<file path="config.mk">
export PLATFORM = sky130hd
export DESIGN_NAME = trace_player
export DESIGN_NICKNAME = d
export VERILOG_FILES = /design/src/rtl/trace_player.sv
export SDC_FILE = /design/constraint.sdc
export NUM_CORES = 1
export LEC_CHECK = 0
export BUFFER_PORTS_ARGS = -buffer_cell sky130_fd_sc_hd__buf_2
export CAP_MARGIN = 15
export CORE_UTILIZATION = 45
export CTS_CLUSTER_DIAMETER = 100
export DETAILED_ROUTE_END_ITERATION = 6
export GPL_ROUTABILITY_DRIVEN = 0
export HOLD_SLACK_MARGIN = 0.06
export SLEW_MARGIN = 20
export SYNTH_ARGS = -nofsm -noshare
export SYNTH_HDL_FRONTEND = slang
export SYNTH_SLANG_ARGS = --single-unit
</file>
<file path="constraint.sdc">
create_clock -name clk -period 8.75 [get_ports clk]
set_input_delay 1.3125 -clock clk [delete_from_list [all_inputs] [get_ports clk]]
set_output_delay 1.3125 -clock clk [all_outputs]
set_load 0.05 [all_outputs]
</file>
<file path="src/rtl/trace_player.sv">
// Loadable address-trace source: plays table entries on a valid/ready handshake, one-shot or looping.
// Optional TRACE_CHECKSUM_EN adds an XOR checksum of accepted addresses on port checksum.
module trace_player #(
   parameter int ADDR_W = 32,
   parameter int DEPTH  = 16,
   parameter int IDX_W  = 4
) (
   input  logic              clk,
   input  logic              reset,
   input  logic              load_en,
   input  logic [IDX_W-1:0]  load_idx,
   input  logic [ADDR_W-1:0] load_data,
   input  logic [IDX_W:0]    cfg_len,
   input  logic              cfg_loop,
   input  logic              start,
   input  logic              stop,
   output logic              trace_valid,
   input  logic              trace_ready,
   output logic [ADDR_W-1:0] mem_addr,
   output logic [IDX_W-1:0]  trace_idx,
   output logic              busy,
   output logic              done,
   output logic [7:0]        pass_count
`ifdef TRACE_CHECKSUM_EN
   ,
   output logic [ADDR_W-1:0] checksum
`endif
);

   localparam logic [1:0] ST_IDLE = 2'd0;
   localparam logic [1:0] ST_RUN  = 2'd1;
   localparam logic [1:0] ST_DONE = 2'd2;

   logic [ADDR_W-1:0] tbl_q [DEPTH];

   logic [1:0]        state_q, state_d;
   logic              valid_q, valid_d;
   logic [ADDR_W-1:0] addr_q, addr_d;
   logic [IDX_W-1:0]  idx_q, idx_d;
   logic              done_q, done_d;
   logic [7:0]        pass_q, pass_d;
   logic [IDX_W:0]    len_q, len_d;
   logic              loop_q, loop_d;
`ifdef TRACE_CHECKSUM_EN
   logic [ADDR_W-1:0] cksum_q, cksum_d;
`endif

   logic              accept;
   logic              last;
   logic [IDX_W-1:0]  nxt_idx;

   assign accept  = valid_q & trace_ready;
   assign last    = ({1'b0, idx_q} == (len_q - (IDX_W+1)'(1)));
   assign nxt_idx = idx_q + IDX_W'(1);

   // Table is not reset; writes are locked out while playback is running.
   always_ff @(posedge clk) begin
      if (load_en && state_q != ST_RUN) begin
         tbl_q[load_idx] <= load_data;
      end
   end

   always_comb begin
      state_d = state_q;
      valid_d = valid_q;
      addr_d  = addr_q;
      idx_d   = idx_q;
      done_d  = done_q;
      pass_d  = pass_q;
      len_d   = len_q;
      loop_d  = loop_q;
`ifdef TRACE_CHECKSUM_EN
      cksum_d = cksum_q;
      if (accept) begin
         cksum_d = cksum_q ^ addr_q;
      end
`endif
      case (state_q)
         ST_RUN: begin
            // stop beats a same-cycle accept: the transfer happened, but no advance
            if (stop) begin
               state_d = ST_IDLE;
               valid_d = 1'b0;
               done_d  = 1'b0;
            end else if (accept) begin
               if (!last) begin
                  idx_d  = nxt_idx;
                  addr_d = tbl_q[nxt_idx];
               end else if (loop_q) begin
                  idx_d  = '0;
                  addr_d = tbl_q[0];
                  if (pass_q != 8'hFF) begin
                     pass_d = pass_q + 8'd1;
                  end
               end else begin
                  state_d = ST_DONE;
                  valid_d = 1'b0;
                  done_d  = 1'b1;
               end
            end
         end
         default: begin
            if (start) begin
               len_d  = cfg_len;
               loop_d = cfg_loop;
               pass_d = 8'd0;
`ifdef TRACE_CHECKSUM_EN
               cksum_d = '0;
`endif
               if (cfg_len == '0) begin
                  state_d = ST_DONE;
                  done_d  = 1'b1;
               end else begin
                  state_d = ST_RUN;
                  done_d  = 1'b0;
                  valid_d = 1'b1;
                  idx_d   = '0;
                  addr_d  = tbl_q[0];
               end
            end
         end
      endcase
   end

   always_ff @(posedge clk) begin
      if (reset) begin
         state_q <= ST_IDLE;
         valid_q <= 1'b0;
         addr_q  <= '0;
         idx_q   <= '0;
         done_q  <= 1'b0;
         pass_q  <= 8'd0;
         len_q   <= '0;
         loop_q  <= 1'b0;
`ifdef TRACE_CHECKSUM_EN
         cksum_q <= '0;
`endif
      end else begin
         state_q <= state_d;
         valid_q <= valid_d;
         addr_q  <= addr_d;
         idx_q   <= idx_d;
         done_q  <= done_d;
         pass_q  <= pass_d;
         len_q   <= len_d;
         loop_q  <= loop_d;
`ifdef TRACE_CHECKSUM_EN
         cksum_q <= cksum_d;
`endif
      end
   end

   assign trace_valid = valid_q;
   assign mem_addr    = addr_q;
   assign trace_idx   = idx_q;
   assign busy        = (state_q == ST_RUN);
   assign done        = done_q;
   assign pass_count  = pass_q;
`ifdef TRACE_CHECKSUM_EN
   assign checksum    = cksum_q;
`endif

endmodule

</file>
==> flow_metrics.env, run 1 <==
export IMPL_period_minus_slack_ns=4.04
export IMPL_die_y_um=225
export IMPL_synth_area_um2=22400
export IMPL_grt_usage_pct=20.8
export IMPL_end_kind="register"
export IMPL_drc_errors=0
export IMPL_synth_edf_count=512
export IMPL_syn_to_final_growth_pct=12.7
export IMPL_first_global_vias=11400
export IMPL_ys_types=52
export IMPL_clk_pin_slew_ns=0.06
export IMPL_synthTopCellsByCount="edfxtp_1 (512), mux4_2 (127), a211oi_1 (64), nor2_1 (60), dfxtp_1 (53)"
export IMPL_switchingPower_uw=1250
export IMPL_cpPeakStageDelay_ns=0.84
export IMPL_synthTopCellsByArea="edfxtp_1 (69%), mux4_2 (13%), dfxtp_1 (4.7%), a211oi_1 (2.1%), mux2i_1 (1.4%)"
export IMPL_final_antenna_net_count=0
export IMPL_drt_total_wl_mm=51.5
export IMPL_ir_drop_v=0.000149
export IMPL_synth_top_area_share_pct=68.5
export IMPL_hold_buffers=0
export IMPL_path_class="register to register"
export IMPL_p_leak_uw=0.00781
export IMPL_drt_iter0_markers=1080
export IMPL_clock_skew_ns=0.0183
export IMPL_htree_levels=2
export IMPL_finalSetupViolations=0
export IMPL_period_share_pct=46.2
export IMPL_coreArea_um2=49100
export IMPL_antenna_found_initial=3
export IMPL_worst_r2r_path_depth=8
export IMPL_grt_pass1_wl_mm=75.8
export IMPL_status="finished, final reports clean"
export IMPL_critPathSlowestCell="dfxtp_4"
export IMPL_max_cap_violations=0
export IMPL_port_buffers=94
export IMPL_switching_share_pct=22.0
export IMPL_rrSetupSlack_ns=4.71
export IMPL_synth_top_area_cell="edfxtp_1"
export IMPL_synth_most_common_cell="edfxtp_1"
export IMPL_arrival_ns=4.49
export IMPL_power_density_nw_per_um2=226
export IMPL_mappedNetlistNets=1200
export IMPL_cts_buffers=56
export IMPL_drive_gt1_share_pct=27.5
export IMPL_rows=81
export IMPL_dr_pass1_iters=4
export IMPL_max_slew_margin_pct=21.9
export IMPL_report_final_slew_viol_count=0
export IMPL_r2r_end="mem_addr[27]"
export IMPL_required_ns=9.19
export IMPL_nets=1302
export IMPL_ios=95
export IMPL_dieArea_um2=50800
export IMPL_seq_power_share_pct=52.8
export IMPL_ys_flop_type="edfxtp_1"
export IMPL_p_comb_share_pct=6.4
export IMPL_cts_tree="built"
export IMPL_holdCritPathClass="register to register"
export IMPL_root_buffer="clkbuf_16"
export IMPL_syn_area_per_cell_um2=19.5
export IMPL_r2r_start="trace_idx[0]"
export IMPL_pre_cts_ws_ns=4.59
export IMPL_vias=11500
export IMPL_cts_resized=0
export IMPL_cp_start_kind="register"
export IMPL_yosysSeqAreaShare_pct=73.3
export IMPL_start_util_pct=45.7
export IMPL_max_freq_mhz=247
export IMPL_synth_ff_latch_count=565
export IMPL_worst_pin_slew_ns=1.17
export IMPL_detailed_place_hpwl_mm=24.3
export IMPL_grt_max_degree=98
export IMPL_postCtsSetupRepairBufs=0
export IMPL_rsz0062_at_grt="no"
export IMPL_syn_inst=1149
export IMPL_clockBufferDepth=3
export IMPL_whs_endpoint="mem_addr[13]"
export IMPL_intPower_uw=4460
export IMPL_finalSetupTns_ns=0
export IMPL_clock_latency_ns=0.60
export IMPL_synth_async_sr_flop_share_pct=0
export IMPL_clockPowerShare_pct=40.8
export IMPL_grt_overflow=0
export IMPL_hold_viol_final=0
export IMPL_numClockSinks=565
export IMPL_yosys_warnings=0
export IMPL_vias_per_cell=5.86
export IMPL_worstHoldStart="mem_addr[13]"
export IMPL_fp_dieW_um=225
export IMPL_wl_per_cell_um=26.2
export IMPL_p_total_uw=5710
export IMPL_cp_max_fo=43
export IMPL_cp_cell_sequence="buf_4 -> buf_4 -> mux4_2 -> nor2b_1 -> a211oi_1 -> a2111oi_1 -> a211oi_1 -> nor3_1"
export IMPL_layout_setup_ws_ns=4.71
export IMPL_hold_path_depth=2
cell families after synthesis:
group / count (synthesis) / synth area share, %
buffers and inverters: 83 / 2.79
muxes: 162 / 14.3
AOI/OAI and AO/OA: 143 / 4.80
adders and majority gates: 3 / 0.167
xor gates and xnor gates: 8 / 0.429
and+or+nand+nor: 185 / 4.22
DFF: 565 / 73.3
metal layers:
| metal | vias to the layer above | share of wire, % | global-route usage, % |
|---|---|---|---|
| met5 | - | 0.056 | 0 |
| met4 | 4 | 1.7 | 5.20 |
| met3 | 71 | 5.6 | 3.32 |
| met2 | 365 | 48 | 32.7 |
| met1 | 6111 | 45 | 30.4 |
| li1 | 4956 | - | - |
per-stage QoR:
step                cell area, um2  instances  hold WS, ns  util, %
global placement             23500       1857        0.460     47.9
floorplan                    22400       1149        0.463        -
global route                 25300       1963        0.498     51.5
detailed placement           23500       1857        0.458     47.9
finish                       25300       1964        0.471     51.6
CTS                          25300       1963        0.472     51.5
worst max-delay path by stage:
stage | startpoint | to | cells past startpoint
after global routing | trace_idx[0] | mem_addr[27] | 8
after CTS | trace_idx[0] | mem_addr[27] | 8
after floorplan | load_idx[0] | tbl_q[0][0] | 2
final | trace_idx[0] | mem_addr[27] | 8
after global placement | trace_idx[0] | mem_addr[0] | 8
after detailed placement | trace_idx[0] | mem_addr[27] | 8
registers in the layout, summed over array words and instances, names as in the netlist:
signal,cells
trace_valid,1
pass_count,8
trace_idx,4
len_q,5
loop_q,1
mem_addr,32
tbl_q,512
state_q,2
critical path, delay by kind of cell (launching register included):
family / cells / cell delay (ns)
AOI/OAI and AO/OA: 3 / 0.66
buffers and inverters: 2 / 1.50
DFF: 1 / 0.84
muxes: 1 / 0.58
and+or+nand+nor: 2 / 0.24
placed cells by master, fill, tap and decap left out, drive strengths merged, types with 2 or more instances in the layout:
master | Yosys | layout
a2111oi | 31 | 31
a211oi | 65 | 65
a21oi | 25 | 25
a31oi | 4 | 4
and3 | 4 | 4
buf | 57 | 121
bufinv | 0 | 3
clkbuf | 20 | 87
clkinv | 0 | 12
clkinvlp | 0 | 2
dfxtp | 53 | 53
edfxtp | 512 | 512
ha | 3 | 3
inv | 6 | 8
mux2 | 2 | 2
mux2i | 33 | 33
mux4 | 127 | 127
nand2 | 18 | 18
nand2b | 5 | 5
nand3 | 6 | 6
nand4 | 3 | 3
nand4b | 7 | 7
nor2 | 60 | 60
nor2b | 31 | 31
nor3 | 40 | 40
nor4 | 2 | 2
o21ai | 11 | 11
o22ai | 2 | 2
or3 | 4 | 4
xnor2 | 4 | 4
xor2 | 4 | 4
area by class of cell:
class / instances / area, um2
clock inverters: 19 / 176
fillers: 3959 / 23800
inverters: 6 / 22.5
flip-flops and latches: 565 / 16400
multi-input cells: 501 / 5520
well taps: 664 / 831
repair buffers: 121 / 686
clock buffers: 87 / 1610
diodes: 1 / 2.50
power groups by stage:
stage / combinational, uW / clock (uW) / sequential (uW)
floorplan: 201 / 0 / 3120
global placement: 362 / 0 / 3070
detailed placement: 368 / 0 / 3070
CTS: 369 / 2370 / 3020
global route: 391 / 2470 / 3020
finish: 365 / 2330 / 3020
No activity file was read; power rests on OpenSTA's default activity.
==> run 2, diff against run 1 <==
- clock period: 8.75 -> 3.69 ns (I/O delays scaled with it)
==> flow_metrics.env, run 2 (same netlist as run 1, synthesis figures left out) <==
export IMPL_status="finished, final reports clean"
export IMPL_fp_dieW_um=225
export IMPL_cts_buffers=57
export IMPL_cp_start_kind="register"
export IMPL_rrSetupSlack_ns=0.72
export IMPL_final_antenna_net_count=0
export IMPL_finalSetupTns_ns=0
export IMPL_r2r_end="mem_addr[12]"
export IMPL_rows=81
export IMPL_crit_end="mem_addr[12]"
export IMPL_required_ns=4.21
export IMPL_max_slew_margin_pct=33.8
export IMPL_path_class="register to register"
export IMPL_drive_gt1_share_pct=29.0
export IMPL_fin_util_pct=52.3
export IMPL_dieArea_um2=50800
export IMPL_port_buffers=94
export IMPL_end_kind="register"
export IMPL_cts_resized=0
export IMPL_start_util_pct=45.7
export IMPL_grt_usage_pct=21.0
export IMPL_hold_viol_final=0
export IMPL_grt_pass1_wl_mm=76.8
export IMPL_worst_pin_slew_ns=0.993
export IMPL_ir_drop_v=0.000341
export IMPL_wl_per_cell_um=26.1
export IMPL_root_buffer="clkbuf_16"
export IMPL_critPathLaunch="trace_idx[0]"
export IMPL_arrival_ns=3.49
export IMPL_mostFrequentLayoutCell="edfxtp_1"
export IMPL_antenna_found_initial=3
export IMPL_rsz0062_at_grt="no"
export IMPL_drt_iter0_markers=962
export IMPL_max_cap_violations=0
export IMPL_multi_input_area_um2=5540
export IMPL_finalSetupViolations=0
export IMPL_vias=11400
export IMPL_clock_latency_ns=0.60
export IMPL_clockBufferDepth=3
export IMPL_htree_levels=2
export IMPL_nets=1318
export IMPL_top_register="tbl_q"
export IMPL_clock_skew_ns=0.0181
export IMPL_die_y_um=225
export IMPL_period_minus_slack_ns=2.97
export IMPL_drc_errors=0
export IMPL_worst_r2r_path_depth=8
export IMPL_fillers=3963
export IMPL_p_leak_uw=0.00798
export IMPL_period_share_pct=80.5
export IMPL_hold_path_depth=3
export IMPL_report_final_slew_viol_count=0
export IMPL_hold_buffers=0
export IMPL_coreArea_um2=49100
export IMPL_numClockSinks=565
export IMPL_power_density_nw_per_um2=537
export IMPL_r2r_start="trace_idx[0]"
export IMPL_final_cell_mix="edfxtp_1 (512), mux4_2 (127), buf_2 (94)"
export IMPL_holdCritPathClass="primary input to register"
export IMPL_clk_pin_slew_ns=0.06
export IMPL_cts_tree="built"
export IMPL_grt_max_degree=75
export IMPL_cp_max_fo=49
export IMPL_seq_area_um2=16400
export IMPL_first_global_vias=11700
export IMPL_vias_per_cell=5.76
export IMPL_detailed_place_hpwl_mm=28.0
export IMPL_dr_pass1_iters=5
export IMPL_postCtsSetupRepairBufs=0
export IMPL_grt_overflow=0
export IMPL_drt_total_wl_mm=51.7
export IMPL_syn_to_final_growth_pct=14.3
export IMPL_max_freq_mhz=337
export IMPL_ios=95
export IMPL_largest_reg_flops=512
[run 2: where the power goes]
part           total, uW  switching (uW)  internal, uW
Sequential          7140            56.1          7080
Combinational        892             589           302
Clock               5750            2350          3400
Total              13800            3000         10800
[run 2: final cells by class]
cell class                 count  share of cell area [%]
timing repair buffer         136                    3.60
sequential                   565                    64.1
clock inverter                18                   0.829
tap                          664                    3.24
clock buffer                  89                    6.54
multi-input combinational    501                    21.6
inverter                       6                  0.0878
antenna                        2                  0.0195
[run 2: critical path: stages (launching register included)]
cell and delay [ns]:
dfxtp_4 0.40, buf_4 0.50, nand3_4 0.16, xor2_4 0.17
buf_4 0.57, a211oi_1 0.10, a2111oi_1 0.66, a211oi_1 0.11
nor3_1 0.19
[run 2: stage by stage]
stage | power (uW) | instances | setup slack, ns | hold WS (ns) | cell area, um2
2_1_floorplan | 7870 | 1149 | 0.0816 | 0.463 | 22500
3_3_place_gp | 8170 | 1872 | 0.679 | 0.464 | 23800
3_5_place_dp | 8180 | 1872 | 0.674 | 0.473 | 23800
4_1_cts | 13900 | 1979 | 0.670 | 0.169 | 25600
5_1_grt | 14200 | 1979 | 0.447 | 0.177 | 25600
6_report | 13800 | 1981 | 0.721 | 0.203 | 25700
[run 2: worst min-delay path by stage]
| stage | end | slack (ns) | start |
|---|---|---|---|
| after global routing | loop_q | 0.18 | cfg_loop |
| after floorplan | len_q[4] | 0.46 | len_q[4] |
| after global placement | mem_addr[13] | 0.46 | mem_addr[13] |
| final | loop_q | 0.20 | cfg_loop |
| after CTS | loop_q | 0.17 | cfg_loop |
| after detailed placement | mem_addr[13] | 0.47 | mem_addr[13] |
[run 2: metal layers]
metal / global-route usage [%] / share of wire, % / wire length [um]
met1: 29.4 / 43 / 22400
met2: 34.1 / 49 / 25300
met3: 3.72 / 5.6 / 2870
met4: 5.60 / 2.0 / 1050
met5: 0 / 0.035 / 18
